File: src/rtl/load_pkg.sv
// Shared definitions for the load path: load type encoding (funct3),
// controller state encoding, doubleword offset width, and the alignment
// rule for each access size.
package load_pkg;

    localparam int DWORD_OFFSET_BITS = 3;

    typedef enum logic [2:0] {
        LB  = 3'd0,
        LH  = 3'd1,
        LW  = 3'd2,
        LD  = 3'd3,
        LBU = 3'd4,
        LHU = 3'd5,
        LWU = 3'd6
    } load_type_t;

    typedef enum logic [2:0] {
        S_IDLE = 3'd0,
        S_REQ  = 3'd1,
        S_WAIT = 3'd2,
        S_DONE = 3'd3,
        S_ERR  = 3'd4
    } load_state_t;

    // True when the byte offset is not a multiple of the access size.
    function automatic logic is_misaligned(input logic [2:0] ltype,
                                           input logic [DWORD_OFFSET_BITS-1:0] off);
        case (ltype)
            LH, LHU: return off[0];
            LW, LWU: return |off[1:0];
            LD:      return |off;
            default: return 1'b0;
        endcase
    endfunction

endpackage

File: src/rtl/load_extender.sv
// Lane select plus sign/zero extension of an aligned doubleword.
// Purely combinational.
//   data   : aligned 64-bit word read from memory
//   lane   : byte offset of the access inside the doubleword
//   ltype  : load type (selects field width and signedness)
//   result : extended 64-bit load value
module load_extender
    import load_pkg::*;
(
    input  logic [63:0]                  data,
    input  logic [DWORD_OFFSET_BITS-1:0] lane,
    input  load_type_t                   ltype,
    output logic [63:0]                  result
);

    logic [7:0]  byte_f;
    logic [15:0] half_f;
    logic [31:0] word_f;

    always_comb begin
        byte_f = data[{lane, 3'b000} +: 8];
        half_f = data[{lane[2:1], 4'b0000} +: 16];
        word_f = data[{lane[2], 5'b00000} +: 32];

        case (ltype)
            LB:      result = {{56{byte_f[7]}}, byte_f};
            LH:      result = {{48{half_f[15]}}, half_f};
            LW:      result = {{32{word_f[31]}}, word_f};
            LBU:     result = {56'd0, byte_f};
            LHU:     result = {48'd0, half_f};
            LWU:     result = {32'd0, word_f};
            default: result = data;
        endcase
    end

endmodule

File: src/rtl/load_unit.sv
// Load unit: accepts a load from the MEM stage, issues one aligned 64-bit
// read over a request/grant/valid handshake, and returns the addressed
// field extended to 64 bits. Stalls the pipeline while the read is in flight.
//
// Ports:
//   clk, reset            : clock, synchronous active-high reset
//   LoadReq/Type/Addr     : load request from MEM (sampled in IDLE only)
//   MemRd, MemAddr        : read request and aligned address to data memory
//   MemGnt                : memory accepts the request
//   MemRValid, MemDataIn  : read data return
//   LoadResult            : extended data, held until the next completion
//   LoadDone, LoadErr     : one-cycle completion / error pulses
//   Busy                  : pipeline stall
//
// state  | meaning
// IDLE   | waiting for LoadReq; misaligned/reserved loads go straight to ERR
// REQ    | MemRd high until granted (data may return with the grant)
// WAIT   | granted, waiting for MemRValid
// DONE   | LoadDone pulse, LoadResult valid
// ERR    | LoadErr pulse (bad access or timeout)
module load_unit
    import load_pkg::*;
#(
    parameter int unsigned TIMEOUT = 255
) (
    input  logic        clk,
    input  logic        reset,
    input  logic        LoadReq,
    input  logic [2:0]  LoadType,
    input  logic [63:0] LoadAddr,
    output logic        MemRd,
    output logic [63:0] MemAddr,
    input  logic        MemGnt,
    input  logic        MemRValid,
    input  logic [63:0] MemDataIn,
    output logic [63:0] LoadResult,
    output logic        LoadDone,
    output logic        LoadErr,
    output logic        Busy
);

    // Counter only has to reach TIMEOUT-1.
    localparam int CW = (TIMEOUT > 1) ? $clog2(TIMEOUT) : 1;

    load_state_t                  state_q, state_d;
    load_type_t                   type_q;
    logic [DWORD_OFFSET_BITS-1:0] lane_q;
    logic [CW-1:0]                cnt_q;
    logic [63:0]                  ext_data;

    logic bad_access;
    logic accept;
    logic capture;
    logic timed_out;

    assign bad_access = (LoadType == 3'd7) ||
                        is_misaligned(LoadType, LoadAddr[DWORD_OFFSET_BITS-1:0]);
    assign accept     = (state_q == S_IDLE) && LoadReq && !bad_access;

    // Data returning in the same cycle as the grant is taken directly.
    assign capture    = ((state_q == S_REQ) && MemGnt && MemRValid) ||
                        ((state_q == S_WAIT) && MemRValid);

    // Last allowed cycle of REQ/WAIT; a capture in this cycle still wins.
    assign timed_out  = (cnt_q == CW'(TIMEOUT - 1));

    always_ff @(posedge clk) begin
        if (reset) begin
            state_q <= S_IDLE;
        end else begin
            state_q <= state_d;
        end
    end

    always_comb begin
        state_d  = state_q;
        MemRd    = 1'b0;
        LoadDone = 1'b0;
        LoadErr  = 1'b0;
        Busy     = 1'b0;

        case (state_q)
            S_IDLE: begin
                Busy = LoadReq;
                if (LoadReq) begin
                    state_d = bad_access ? S_ERR : S_REQ;
                end
            end
            S_REQ: begin
                MemRd = 1'b1;
                Busy  = 1'b1;
                if (capture) begin
                    state_d = S_DONE;
                end else if (timed_out) begin
                    state_d = S_ERR;
                end else if (MemGnt) begin
                    state_d = S_WAIT;
                end
            end
            S_WAIT: begin
                Busy = 1'b1;
                if (capture) begin
                    state_d = S_DONE;
                end else if (timed_out) begin
                    state_d = S_ERR;
                end
            end
            S_DONE: begin
                LoadDone = 1'b1;
                state_d  = S_IDLE;
            end
            S_ERR: begin
                LoadErr = 1'b1;
                state_d = S_IDLE;
            end
            default: begin
                state_d = S_IDLE;
            end
        endcase
    end

    always_ff @(posedge clk) begin
        if (reset) begin
            type_q     <= LB;
            lane_q     <= '0;
            MemAddr    <= '0;
            LoadResult <= '0;
            cnt_q      <= '0;
        end else begin
            if (accept) begin
                type_q  <= load_type_t'(LoadType);
                lane_q  <= LoadAddr[DWORD_OFFSET_BITS-1:0];
                MemAddr <= {LoadAddr[63:DWORD_OFFSET_BITS], {DWORD_OFFSET_BITS{1'b0}}};
            end
            if (capture) begin
                LoadResult <= ext_data;
            end
            // Held at zero outside REQ/WAIT, so it is clear on entry to REQ.
            if ((state_q == S_REQ) || (state_q == S_WAIT)) begin
                cnt_q <= cnt_q + CW'(1);
            end else begin
                cnt_q <= '0;
            end
        end
    end

    load_extender u_extender (
        .data   (MemDataIn),
        .lane   (lane_q),
        .ltype  (type_q),
        .result (ext_data)
    );

endmodule

File: config.mk
export PLATFORM = sky130hd
export DESIGN_NAME = load_unit
export DESIGN_NICKNAME = d
export VERILOG_FILES = /design/src/rtl/load_pkg.sv /design/src/rtl/load_extender.sv /design/src/rtl/load_unit.sv
export SDC_FILE = /design/constraint.sdc
export NUM_CORES = 1
export LEC_CHECK = 0
export CAP_MARGIN = 5
export CORE_MARGIN = 4
export CORE_UTILIZATION = 40
export DETAILED_ROUTE_END_ITERATION = 12
export PLACE_DENSITY = 0.81
export SYNTH_ARGS = -nofsm -noshare
export SYNTH_HDL_FRONTEND = slang
export SYNTH_SLANG_ARGS = --single-unit
export TNS_END_PERCENT = 100
File: constraint.sdc
create_clock -name clk -period 1.8 [get_ports clk]
set_input_delay 0.36 -clock clk [delete_from_list [all_inputs] [get_ports clk]]
set_output_delay 0.36 -clock clk [all_outputs]
set_load 0.02 [all_outputs]
==> results <==
area by class of cell:
type	instances	area (sq um)	share of cell area, %
Inverter	4	15.0	0.137
Tap cell	216	270	2.46
Clock inverter	14	146	1.33
Timing Repair Buffer	361	3560	32.3
Multi-Input combinational cell	631	3710	33.7
Clock buffer	18	439	4.00
Sequential cell	142	2860	26.0
timing repair:
action | 4_1_cts | 5_1_grt
gates cloned | 0 | 3
pin swaps | 0 | 2
buffers inserted | 0 | 4
endpoints found under the hold margin | 0 | 0
setup endpoints to repair | 67 | 117
resized for setup | 38 | 62
logic make-up after synthesis:
kind of cell / count (synthesis) / synth area share [%]
compound gates: 222 / 20.2
buf+inv: 71 / 5.02
flops: 142 / 42.6
mux: 48 / 8.97
other cells: 1 / 0.0561
fa+ha+maj: 2 / 0.375
xor+xnor: 6 / 0.787
simple gates: 350 / 22.0
registers in the layout (all words and copies together) (netlist names):
name	flops
cnt_q	8
state_q	3
type_q	3
LoadResult	64
lane_q	3
MemAddr	61
where the power goes:
group	internal (mW)	switching [mW]
combinational	2.70	3.07
sequential	3.81	0.432
clock	2.00	1.58
total	8.51	5.08
placed cells by master, fill, tap and decap left out, types with 11 or more instances in the layout:
cell type	instances
sky130_fd_sc_hd__dlymetal6s2s_1	22
sky130_fd_sc_hd__clkbuf_16	19
sky130_fd_sc_hd__o21ai_0	21
sky130_fd_sc_hd__nand2_1	207
sky130_fd_sc_hd__a21oi_1	98
sky130_fd_sc_hd__buf_4	85
sky130_fd_sc_hd__a21oi_2	27
sky130_fd_sc_hd__nor3_1	15
sky130_fd_sc_hd__clkdlybuf4s50_1	227
sky130_fd_sc_hd__o221ai_1	11
sky130_fd_sc_hd__mux2i_1	28
sky130_fd_sc_hd__mux2_2	12
sky130_fd_sc_hd__nor2_1	74
sky130_fd_sc_hd__dfxtp_1	136
sky130_fd_sc_hd__or3_1	12
final timing paths:
kind | startpoint | to | depth (start not counted)
worst max-delay path | MemDataIn[23] | LoadResult[46] | 8
worst min-delay path | reset | LoadResult[6] | 2
worst max register to register | lane_q[1] | LoadResult[46] | 8
worst min register to register | MemAddr[45] | MemAddr[45] | 2
per-stage QoR:
step | setup slack (ps) | area, sq um | TNS, ps
after floorplan | 0.512 | 6720 | 0
after global placement | -494 | 10100 | -41970
after detailed placement | -629 | 10100 | -51750
after CTS | -73.0 | 10700 | -375
after global routing | -114 | 11000 | -3410
final | -88.5 | 11000 | -2240
per-layer routing:
layer	up-vias	wire length, um	GRT usage [%]
li1	3553	-	-
met1	3561	9490	30.7
met2	479	12600	44.4
met3	108	2780	7.89
met4	0	1350	12.0
met5	-	0	0
critical path, stage by stage:
cell and delay (ps):
sky130_fd_sc_hd__clkdlybuf4s50_1 460, sky130_fd_sc_hd__mux4_2 510, sky130_fd_sc_hd__o22ai_4 200, sky130_fd_sc_hd__o211ai_1 130
sky130_fd_sc_hd__a21oi_2 150, sky130_fd_sc_hd__buf_6 160, sky130_fd_sc_hd__buf_8 160, sky130_fd_sc_hd__a21oi_1 90
==> flow_metrics.tcl <==
set metrics [dict create \
    ios 268 \
    number_of_vias_after_detailed_routing 7701 \
    worstPathRequired_ps 2130 \
    cts-hold-fix-buffers 0 \
    setup.worst_path.class "input port to flop" \
    synthMostInstantiatedCell "sky130_fd_sc_hd__nand2_1" \
    postSynthAreaPerCell_sq_um 7.93 \
    synth_top_cells_by_count "sky130_fd_sc_hd__nand2_1 (207), sky130_fd_sc_hd__dfxtp_1 (142), sky130_fd_sc_hd__a21oi_1 (126)" \
    grt_first_pass_wirelength_um 38800 \
    clock_latency_ps 430 \
    vias_per_cell 5.56 \
    synth-seq-cells 142 \
    dr.pass1.iters 5 \
    grt_util_all_layers_pct 26.3 \
    finalNonFillerCells 1386 \
    drive_above_1_share_pct 17.6 \
    post-synth-top-area-cell "sky130_fd_sc_hd__dfxtp_1" \
    num_antenna_cells 0 \
    vdd_ir_drop_max_mv 0.704 \
    start_kind "input port" \
    rsz0062_at_grt "true" \
    regToRegSetupSlack_ps -80 \
    floorplan.core_area_sq_um 16100 \
    final_antenna_net_count 0 \
    min_path_type "input port to flop" \
    detail_route.iter0.violations 730 \
    worst_slew_pin_slew_ps 660 \
    power_density_nw_per_um2 1240 \
    clock_tree_from_tritoncts "yes" \
    finalCriticalPeriod_ps 1890 \
    grt_antenna_before_repair 0 \
    cts_buffer_depth 2 \
    numClockSinks 142 \
    fp.dieH_um 137 \
    std_cell_rows 46 \
    fin_worst_hold_slack_ps 253 \
    layout_worst_path_cycle_share_pct 105 \
    post_route_drc 0 \
    failed_checks "negative setup slack" \
    floorplan.die.width_um 137 \
    clock-root-buffer "sky130_fd_sc_hd__clkbuf_16" \
    cap_viol_max_count 0 \
    floorplan.initialDensity_pct 41.4 \
    synth.top_cell.area_share_pct 42.6 \
    fmax_achieved_mhz 530 \
    dpl.cell_count 1347 \
    final-hold-violation-count 0 \
    dominantRegCellSynth "sky130_fd_sc_hd__dfxtp_1" \
    slew_viol_final 0 \
    ys.warnings.count 0 \
    report.power.total_mw 13.6 \
    synthDistinctLibCells 57 \
    number_of_buffers_added_by_the_clock_tree_synthesis_step 17 \
    grt_start_max_net_pins 64 \
    largest_fanout_of_any_net_on_the_critical_path 8 \
    avgRoutedWirePerCell_um 18.9 \
    global_route.overflow_total 0 \
    fill_cells 1295 \
    areaGrowthSynthToFinish_pct 64.6 \
    dp.final_hpwl_um 19100 \
    syn_inst 842 \
    layout.nets 1295 \
    worst_setup_hold_path_clk_slew_ps 80 \
    worstSetupEndpointType "flop" \
    gpl.final_weighted_congestion 0.981 \
    async_flop_share_pct 0 \
    postRouteWirelength_um 26200 \
    finalWorstSetupSlack_ps -88.5 \
    fin_worst_skew_ps 9.38 \
    grt_pass1_vias 7490 \
    final_cell_utilization_of_the_core_pct 68.2 \
    p_leak_nw 4.26 \
    post_synth_instance_area_sq_um 6680 \
    timing.critical_path.arrival_ps 2210 \
    cts_max_level 4 \
    synth.yosys.seq_area_share_pct 42.6 \
    slew-limit-headroom_pct 56.0 \
    number_of_enable_type_register_cells_in_the_synthesized_netlist 0 \
    status "finished, violations left" \
    finalSetupViolations 40 \
    yosys-top-cells-area "sky130_fd_sc_hd__dfxtp_1 (43%), sky130_fd_sc_hd__nand2_1 (12%), sky130_fd_sc_hd__a21oi_1 (9.4%)" \
    placement.io_buffers 264 \
    floorplan.die_area_sq_um 18800 \
]
(Power assumes the default switching activity.)
